[src/rtl/pair_entry_fifo_pkg.sv]
// Shared widths, field positions and record-building helpers for the pair entry FIFO.
// A pipeline record is {seq, valid_b, valid_a, field_b, field_a}; a FIFO entry is {host_null, host_in}.
package pair_entry_fifo_pkg;

    localparam int REC_W   = 227;
    localparam int ENTRY_W = 194;
    localparam int FIELD_W = 97;
    localparam int DATA_W  = 96;
    localparam int HOST_W  = 192;
    localparam int SEQ_W   = 31;

    localparam int FIELD_A_LSB = 0;
    localparam int FIELD_B_LSB = 97;
    localparam int VALID_A_BIT = 194;
    localparam int VALID_B_BIT = 195;
    localparam int SEQ_LSB     = 196;

    // Null flags sit above the two 96-bit halves inside a stored entry.
    localparam int NULL_A_BIT = 192;
    localparam int NULL_B_BIT = 193;

    localparam logic [FIELD_W-1:0] NULL_FIELD = 97'h1_0000_0000_0000_0000_0000_0000;

    typedef logic [REC_W-1:0]   record_t;
    typedef logic [ENTRY_W-1:0] entry_t;

    function automatic logic [FIELD_W-1:0] make_field(input logic [DATA_W-1:0] data,
                                                      input logic is_null);
        return is_null ? NULL_FIELD : {1'b0, data};
    endfunction

    function automatic record_t build_record(input entry_t entry, input logic [SEQ_W-1:0] seq);
        record_t rec;
        rec = '0;
        rec[FIELD_A_LSB +: FIELD_W] = make_field(entry[0 +: DATA_W], entry[NULL_A_BIT]);
        rec[FIELD_B_LSB +: FIELD_W] = make_field(entry[DATA_W +: DATA_W], entry[NULL_B_BIT]);
        rec[VALID_A_BIT]            = !entry[NULL_A_BIT];
        rec[VALID_B_BIT]            = !entry[NULL_B_BIT];
        rec[SEQ_LSB +: SEQ_W]       = seq;
        return rec;
    endfunction

endpackage

[src/rtl/pair_entry_fifo_sync_fifo.sv]
// Show-ahead synchronous FIFO: dout always presents the oldest entry while not empty.
// Push while full and pop while empty are ignored; reset flushes the contents.
module pe_sync_fifo
    import pair_entry_fifo_pkg::*;
#(
    parameter int DEPTH = 16,
    parameter int W     = ENTRY_W
) (
    input  logic                     clk,
    input  logic                     reset,
    input  logic                     push,
    input  logic                     pop,
    input  logic [W-1:0]             din,
    output logic [W-1:0]             dout,
    output logic                     empty,
    output logic                     full,
    output logic [$clog2(DEPTH):0]   count
);

    localparam int AW = $clog2(DEPTH);
    localparam int CW = AW + 1;

    logic [W-1:0] mem [DEPTH];
    logic [AW:0]  wr_ptr;
    logic [AW:0]  rd_ptr;
    logic         do_push;
    logic         do_pop;

    assign do_push = push && !full;
    assign do_pop  = pop && !empty;

    // The extra pointer MSB separates a full ring from an empty one.
    assign empty = (wr_ptr == rd_ptr);
    assign full  = (wr_ptr[AW] != rd_ptr[AW]) && (wr_ptr[AW-1:0] == rd_ptr[AW-1:0]);
    assign dout  = mem[rd_ptr[AW-1:0]];

    always_ff @(posedge clk) begin
        if (do_push) begin
            mem[wr_ptr[AW-1:0]] <= din;
        end
    end

    always_ff @(posedge clk) begin
        if (reset) begin
            wr_ptr <= '0;
            rd_ptr <= '0;
            count  <= '0;
        end else begin
            if (do_push) begin
                wr_ptr <= wr_ptr + 1'b1;
            end
            if (do_pop) begin
                rd_ptr <= rd_ptr + 1'b1;
            end
            if (do_push && !do_pop) begin
                count <= count + CW'(1);
            end else if (do_pop && !do_push) begin
                count <= count - CW'(1);
            end
        end
    end

endmodule

[src/rtl/pair_entry_fifo.sv]
// Frame-paced pair FIFO: accepts at most one host pair per 16-cycle frame and
// emits formatted, sequence-numbered records in the emission slots of each frame.
module pair_entry_fifo
    import pair_entry_fifo_pkg::*;
#(
    parameter int DEPTH = 16,
    parameter int SLOTS = 14
) (
    input  logic                   clk,
    input  logic                   reset,
    input  logic [HOST_W-1:0]      host_in,
    input  logic [1:0]             host_null,
    input  logic                   write_ctrl,
    input  logic                   out_ready,
    output logic [REC_W-1:0]       out,
    output logic                   full,
    output logic [$clog2(DEPTH):0] count,
    output logic                   overflow
);

    // Counters 14 and 15 are reserved for the host write, whatever SLOTS says.
    localparam logic [4:0] SLOT_LIMIT = (SLOTS < 14) ? 5'(SLOTS) : 5'd14;

    logic [3:0]       counter;
    logic             host_prev;
    logic [SEQ_W-1:0] seq;
    logic             fifo_empty;
    entry_t           fifo_dout;
    logic             frame_edge;
    logic             write_req;
    logic             push;
    logic             drop;
    logic             pop;

    // A write is a rising edge of write_ctrl as seen only at frame boundaries.
    assign frame_edge = (counter == 4'd15);
    assign write_req  = frame_edge && write_ctrl && !host_prev;
    assign push       = write_req && !full;
    assign drop       = write_req && full;
    assign pop        = ({1'b0, counter} < SLOT_LIMIT) && !fifo_empty && out_ready;

    always_ff @(posedge clk) begin
        if (reset) begin
            counter   <= 4'd15;
            host_prev <= 1'b1;
            seq       <= '0;
            overflow  <= 1'b0;
            out       <= '0;
        end else begin
            counter <= counter + 4'd1;
            if (frame_edge) begin
                host_prev <= write_ctrl;
            end
            if (drop) begin
                overflow <= 1'b1;
            end
            if (pop) begin
                seq <= seq + 1'b1;
                out <= build_record(fifo_dout, seq);
            end else begin
                out <= '0;
            end
        end
    end

    pe_sync_fifo #(
        .DEPTH (DEPTH),
        .W     (ENTRY_W)
    ) u_fifo (
        .clk   (clk),
        .reset (reset),
        .push  (push),
        .pop   (pop),
        .din   ({host_null, host_in}),
        .dout  (fifo_dout),
        .empty (fifo_empty),
        .full  (full),
        .count (count)
    );

endmodule

[config.mk]
export PLATFORM = sky130hd
export DESIGN_NAME = pair_entry_fifo
export DESIGN_NICKNAME = d
export VERILOG_FILES = /design/src/rtl/pair_entry_fifo_pkg.sv /design/src/rtl/pair_entry_fifo_sync_fifo.sv /design/src/rtl/pair_entry_fifo.sv
export SDC_FILE = /design/constraint.sdc
export NUM_CORES = 2
export LEC_CHECK = 0
export ABC_CLOCK_PERIOD_IN_PS = 40100
export BUFFER_PORTS_ARGS = -buffer_cell sky130_fd_sc_hd__buf_2
export CAP_MARGIN = 40
export CORE_ASPECT_RATIO = 1.2
export CORE_MARGIN = 5
export CORE_UTILIZATION = 60
export CTS_CLUSTER_DIAMETER = 30
export DETAILED_ROUTE_END_ITERATION = 10
export PLACE_DENSITY = 0.87
export SYNTH_ARGS = -nofsm -noshare
export SYNTH_HDL_FRONTEND = slang
export SYNTH_SLANG_ARGS = --single-unit
[constraint.sdc]
create_clock -name clk -period 40.1 [get_ports clk]
set_input_delay 0 -clock clk [delete_from_list [all_inputs] [get_ports clk]]
set_output_delay 0 -clock clk [all_outputs]
set_load 0.02 [all_outputs]
### Word level (Yosys, flattened, before mapping)

Memories as Yosys holds them, arrays and structs flattened. A register that Yosys moved wholly into a read port is not among the register bits.
Cells that the tools add are included.

* reduce and logical (&&, ||, !) cells: 22
* divide/modulo/power cells: 0
* add/subtract/negate cells: 6
* eq/ne operators: 4
* mux-type cells: 8
* magnitude comparators: 1
* bitwise operators: 1
* multipliers: 0
* shift operators: 0

Operator list (count)
* 97-bit two-way mux: 2
* 31-bit by 1-bit adder with 31-bit output, second input constant: 1
* 5-bit by 1-bit adder with 5-bit output, second input constant: 3
* 1-bit logical AND: 11
* 5-bit two-way mux: 2
* 4-bit two-way mux: 2
* 1-bit zero test: 7
* 3-bit OR reduction: 2
* 5-bit equality test: 1
* 5-bit by 1-bit subtractor with 5-bit output, second input constant: 1
* 4-bit by 1-bit adder with 4-bit output, second input constant: 1
* 4-bit equality test: 1
* 4-bit equality test, second input constant: 1
* 4-bit less-than comparator, second input constant: 1
* 1-bit two-way mux: 2
* 2-bit nonzero test: 1
* 2-bit OR reduction: 1
* 1-bit != test: 1
* 1-bit NOT: 1

* ROM bits: 0
* memories: 1
* bits in registers: 279
* latch bits: 0
* bits in writable memories: 3104

Memories
* u_fifo.mem: words 16, width 194, rd ports 1, clocked after Yosys merged registers in 1, write ports 1, line pair_entry_fifo_sync_fifo.sv:23 `logic [W-1:0] mem [DEPTH];`

### Logic depth before layout (Yosys ltp)

* depth after elaboration: 9
* depth in mapped cells: 14
* gate-level depth less buffers: 12

### Modules after synthesis

A second synthesis with hierarchy kept.

* cell total of the unflattened synthesis: 5270
* area total of the unflattened synthesis: 125562.9 um2

By module, submodules not included
* pe_sync_fifo: cells an instance 4591, area each 117749.2 um2, sequential area each 93589.8 um2, instances 1
* pair_entry_fifo: cells an instance 679, area each 7813.7 um2, sequential area each 5285.1 um2, instances 1

### Worst setup path after synthesis

No wires, ideal clock.

* path kind: register to register
* start point: register counter[0]
* end point: memory u_fifo.mem[3][0] in the netlist's numbering, enable pin
* cell stages (with the launch flop): 6
* data required time: 39.114 ns
* path slack: 24.919 ns
* clock period less this slack: 15.181 ns
* setup time: 0.986 ns
* arrival time: 14.195 ns
* path buffers: 0
* cells stage by stage: dfxtp_1 ha_1 nand3_1 nor3b_1 o211ai_1 nor3_1

* cells in the longest elaborated chain, start to end: 7

Ends and longest elaborated chain
* start: declaration: line pair_entry_fifo.sv:24 `logic [3:0] counter;`
* start signal: assignment: line pair_entry_fifo.sv:50 `counter <= counter + 4'd1;`
* 4-bit equality test: line pair_entry_fifo.sv:36 `assign frame_edge = (counter == 4'd15);`
* 1-bit logical AND (2 in a row): line pair_entry_fifo.sv:37 `assign write_req = frame_edge && write_ctrl && !host_prev;`
* 1-bit logical AND: line pair_entry_fifo.sv:38 `assign push = write_req && !full;`
* 1-bit logical AND: line pair_entry_fifo_sync_fifo.sv:29 `assign do_push = push && !full;`
* 1-bit two-way mux: line pair_entry_fifo_sync_fifo.sv:38 `if (do_push) begin`
* 1-bit two-way mux (implied by the code): line pair_entry_fifo_sync_fifo.sv:39 `mem[wr_ptr[AW-1:0]] <= din;`
* end: declaration: line pair_entry_fifo_sync_fifo.sv:23

Every way passes these cells.

==> flow_metrics.tcl <==
set metrics [dict create \
    status "completed" \
    slew_violations 0 \
    antenna_found_initial 51 \
    endpoint_kind "flip-flop" \
    fmax_mhz 175 \
    peakVddDrop_mv 0.0678 \
    drtIter0Drc 11900 \
    drcViolationCount 0 \
    vias 67500 \
    startpoint_type "flip-flop" \
    ys_ff_latch 3387 \
    layout_min_cycle_time_ns 5.70 \
    async_flop_share_pct 0 \
    dieArea_um2 218000 \
    multi_input_area_um2 25000 \
    min_from "host_in[175]" \
    skew_ns 0.0978 \
    synth_common_cells "3104 x edfxtp_1, 968 x mux4_2, 283 x dfxtp_1" \
    numClockSinks 3387 \
    syn_inst 5127 \
    grt_max_degree 137 \
    yosysUniqueCellTypes 46 \
    htreeDepth 5 \
    core_um2 207000 \
    synth.yosys.seq_area_share_pct 79.0 \
    gp_congestion 0.797 \
    die_w_um 427 \
    yosysWarnings 0 \
    finalSetupTns_ns 0 \
    netlist_area_um2 125000 \
    fin_crit_sh_pct 14.2 \
    dpl.hpwl_um 163000 \
    regArea_um2 98900 \
    viasPerCell 7.10 \
    grt_use_total_pct 33.8 \
    synth_edf_count 3104 \
    drtPass1Iterations 8 \
    wl_per_cell_um 39.5 \
    yosys-top-cells-area "edfxtp_1 74%, mux4_2 17%, dfxtp_1 4.5%" \
    routed_wl_um 376000 \
    r2r_end "out[104]" \
    synth_top_area_share_pct 74.5 \
    cts_root_buffer "clkbuf_16" \
    antenna_left 0 \
    n_fill_cell 10500 \
    syn_nets 5337 \
    avgSynthCellArea_um2 24.4 \
    drive_gt1_share_pct 35.6 \
    rsz0062_at_grt "no" \
    dpl_cell_area_um2 132000 \
    grt_overflow 0 \
    r2r_slack_ns 34.40 \
    crit_fanout 60 \
    grt_pass1_wl_um 517000 \
    io_pins 432 \
    cap_violations 0 \
    p_leak_nw 49.4 \
    num_rows 183 \
    clkTransAtPathRegs_ns 0.06 \
    postCtsSetupRepairBufs 0 \
    fp.dieH_um 510 \
    synth_most_common_cell "edfxtp_1" \
    final_nets 6517 \
    numPortBuffers 431 \
    yosysTopAreaCell "edfxtp_1" \
    crit_type "reg -> reg" \
    cp.required_ns 40.92 \
    synthToLayoutAreaGrowth_pct 21.3 \
    start_util_pct 60.3 \
    cts_tree "done" \
    clk_latency_ns 1.04 \
    grt_pass1_vias 68900 \
    reg2reg_depth 8 \
    hold_violations 0 \
    clk_path_buf_depth 4 \
    finish.instance_area_um2 152000 \
    numCtsBuffers 460 \
    crit_end "out[104]" \
    report.final.setup_viol 0 \
    synth_top_flop_cell "edfxtp_1" \
    tightest_slew_ns 1.16 \
    hold_path.class "in -> reg" \
    relSlewSlack_pct 23.0 \
    critPathArrivalTime_ns 6.52 \
    power.density_nw_per_um2 54.6 \
]
==> cell usage in the layout (no fill, tap or decap), types with 30 or more instances in the layout <==
cell           instances
bufinv_16             47
buf_2                431
clkbuf_16            467
dlygate4sd3_1        404
clkbuf_1              35
edfxtp_1            3104
and3_1               196
diode_2               39
dfxtp_1              279
mux4_2               968
clkinvlp_4            47
buf_4                 97
and2_1                30
clkinv_4              46
nor2_1                31
buf_16                41
clkinv_2              48
inv_6                 83
==> per-layer routing <==
metal | vias to the layer above | global-route usage, % | wire, um
li1 | 24500 | - | -
met1 | 34600 | 43.5 | 120000
met2 | 7007 | 55.0 | 187000
met3 | 1377 | 7.67 | 44700
met4 | 36 | 17.7 | 23700
met5 | - | 0 | 214
==> repair_timing <==
action / CTS / global route
hold buffers: 404 / 0
resized for setup: 0 / 0
endpoints found under the hold margin: 3220 / 0
==> flip-flops by register name (all words and copies together) (netlist names), named ones only <==
signal and count:
u_fifo.mem 3104, overflow 1, out 227, counter 4
u_fifo.rd_ptr 5, u_fifo.wr_ptr 5, u_fifo.count 5, host_prev 1
seq 31
==> critical path, stage by stage, from the launching register on <==
cell	delay (ns)
dfxtp_4	0.95
buf_4	0.79
buf_4	0.83
buf_4	0.40
buf_16	0.31
buf_4	0.79
mux4_2	0.47
mux4_2	0.52
and3_1	0.20
==> power breakdown <==
part | switching [W] | internal [W]
Sequential | 0.00000541 | 0.00386
Combinational | 0.000108 | 0.0000809
Clock | 0.00171 | 0.00252
Total | 0.00182 | 0.00646
==> area by class of cell <==
type | instances | share of cell area [%]
Antenna cell | 39 | 0.0643
Clock buffer | 526 | 8.00
Sequential cell | 3387 | 65.1
Inverter | 10 | 0.0247
Multi-Input combinational cell | 1451 | 16.4
Clock inverter | 325 | 2.42
Timing Repair Buffer | 997 | 5.62
Tap cell | 2775 | 2.29
==> cells by family after synthesis <==
family,count (synthesis),share of synthesized area [%]
buffers and inverters,289,1.15
DFF,3387,79.0
AOI/OAI and AO/OA,71,0.351
adders and majority gates,12,0.126
xor gates and xnor gates,27,0.189
and+or+nand+nor,367,1.72
muxes,974,17.5
==> stage by stage <==
step	utilization, %	total power [W]	hold slack, ns	cells	setup WS, ns
floorplan	-	0.00401	0.0989	5127	24.92
global placement	62.8	0.00406	0.260	8158	34.44
detailed placement	63.5	0.00408	0.263	8212	34.50
CTS	73.1	0.00826	0.000148	9467	34.30
global route	73.2	0.00849	0.0296	9495	34.35
finish	73.2	0.00828	0.0501	9510	34.40
==> how the worst min path moves through the flow <==
stage,to,depth (start not counted)
after floorplan,u_fifo.mem[0][0],0
after global placement,host_prev,2
after detailed placement,host_prev,2
after CTS,u_fifo.mem[15][29],2
after global routing,u_fifo.mem[6][190],2
final,u_fifo.mem[0][175],2
(Power assumes the default switching activity.)
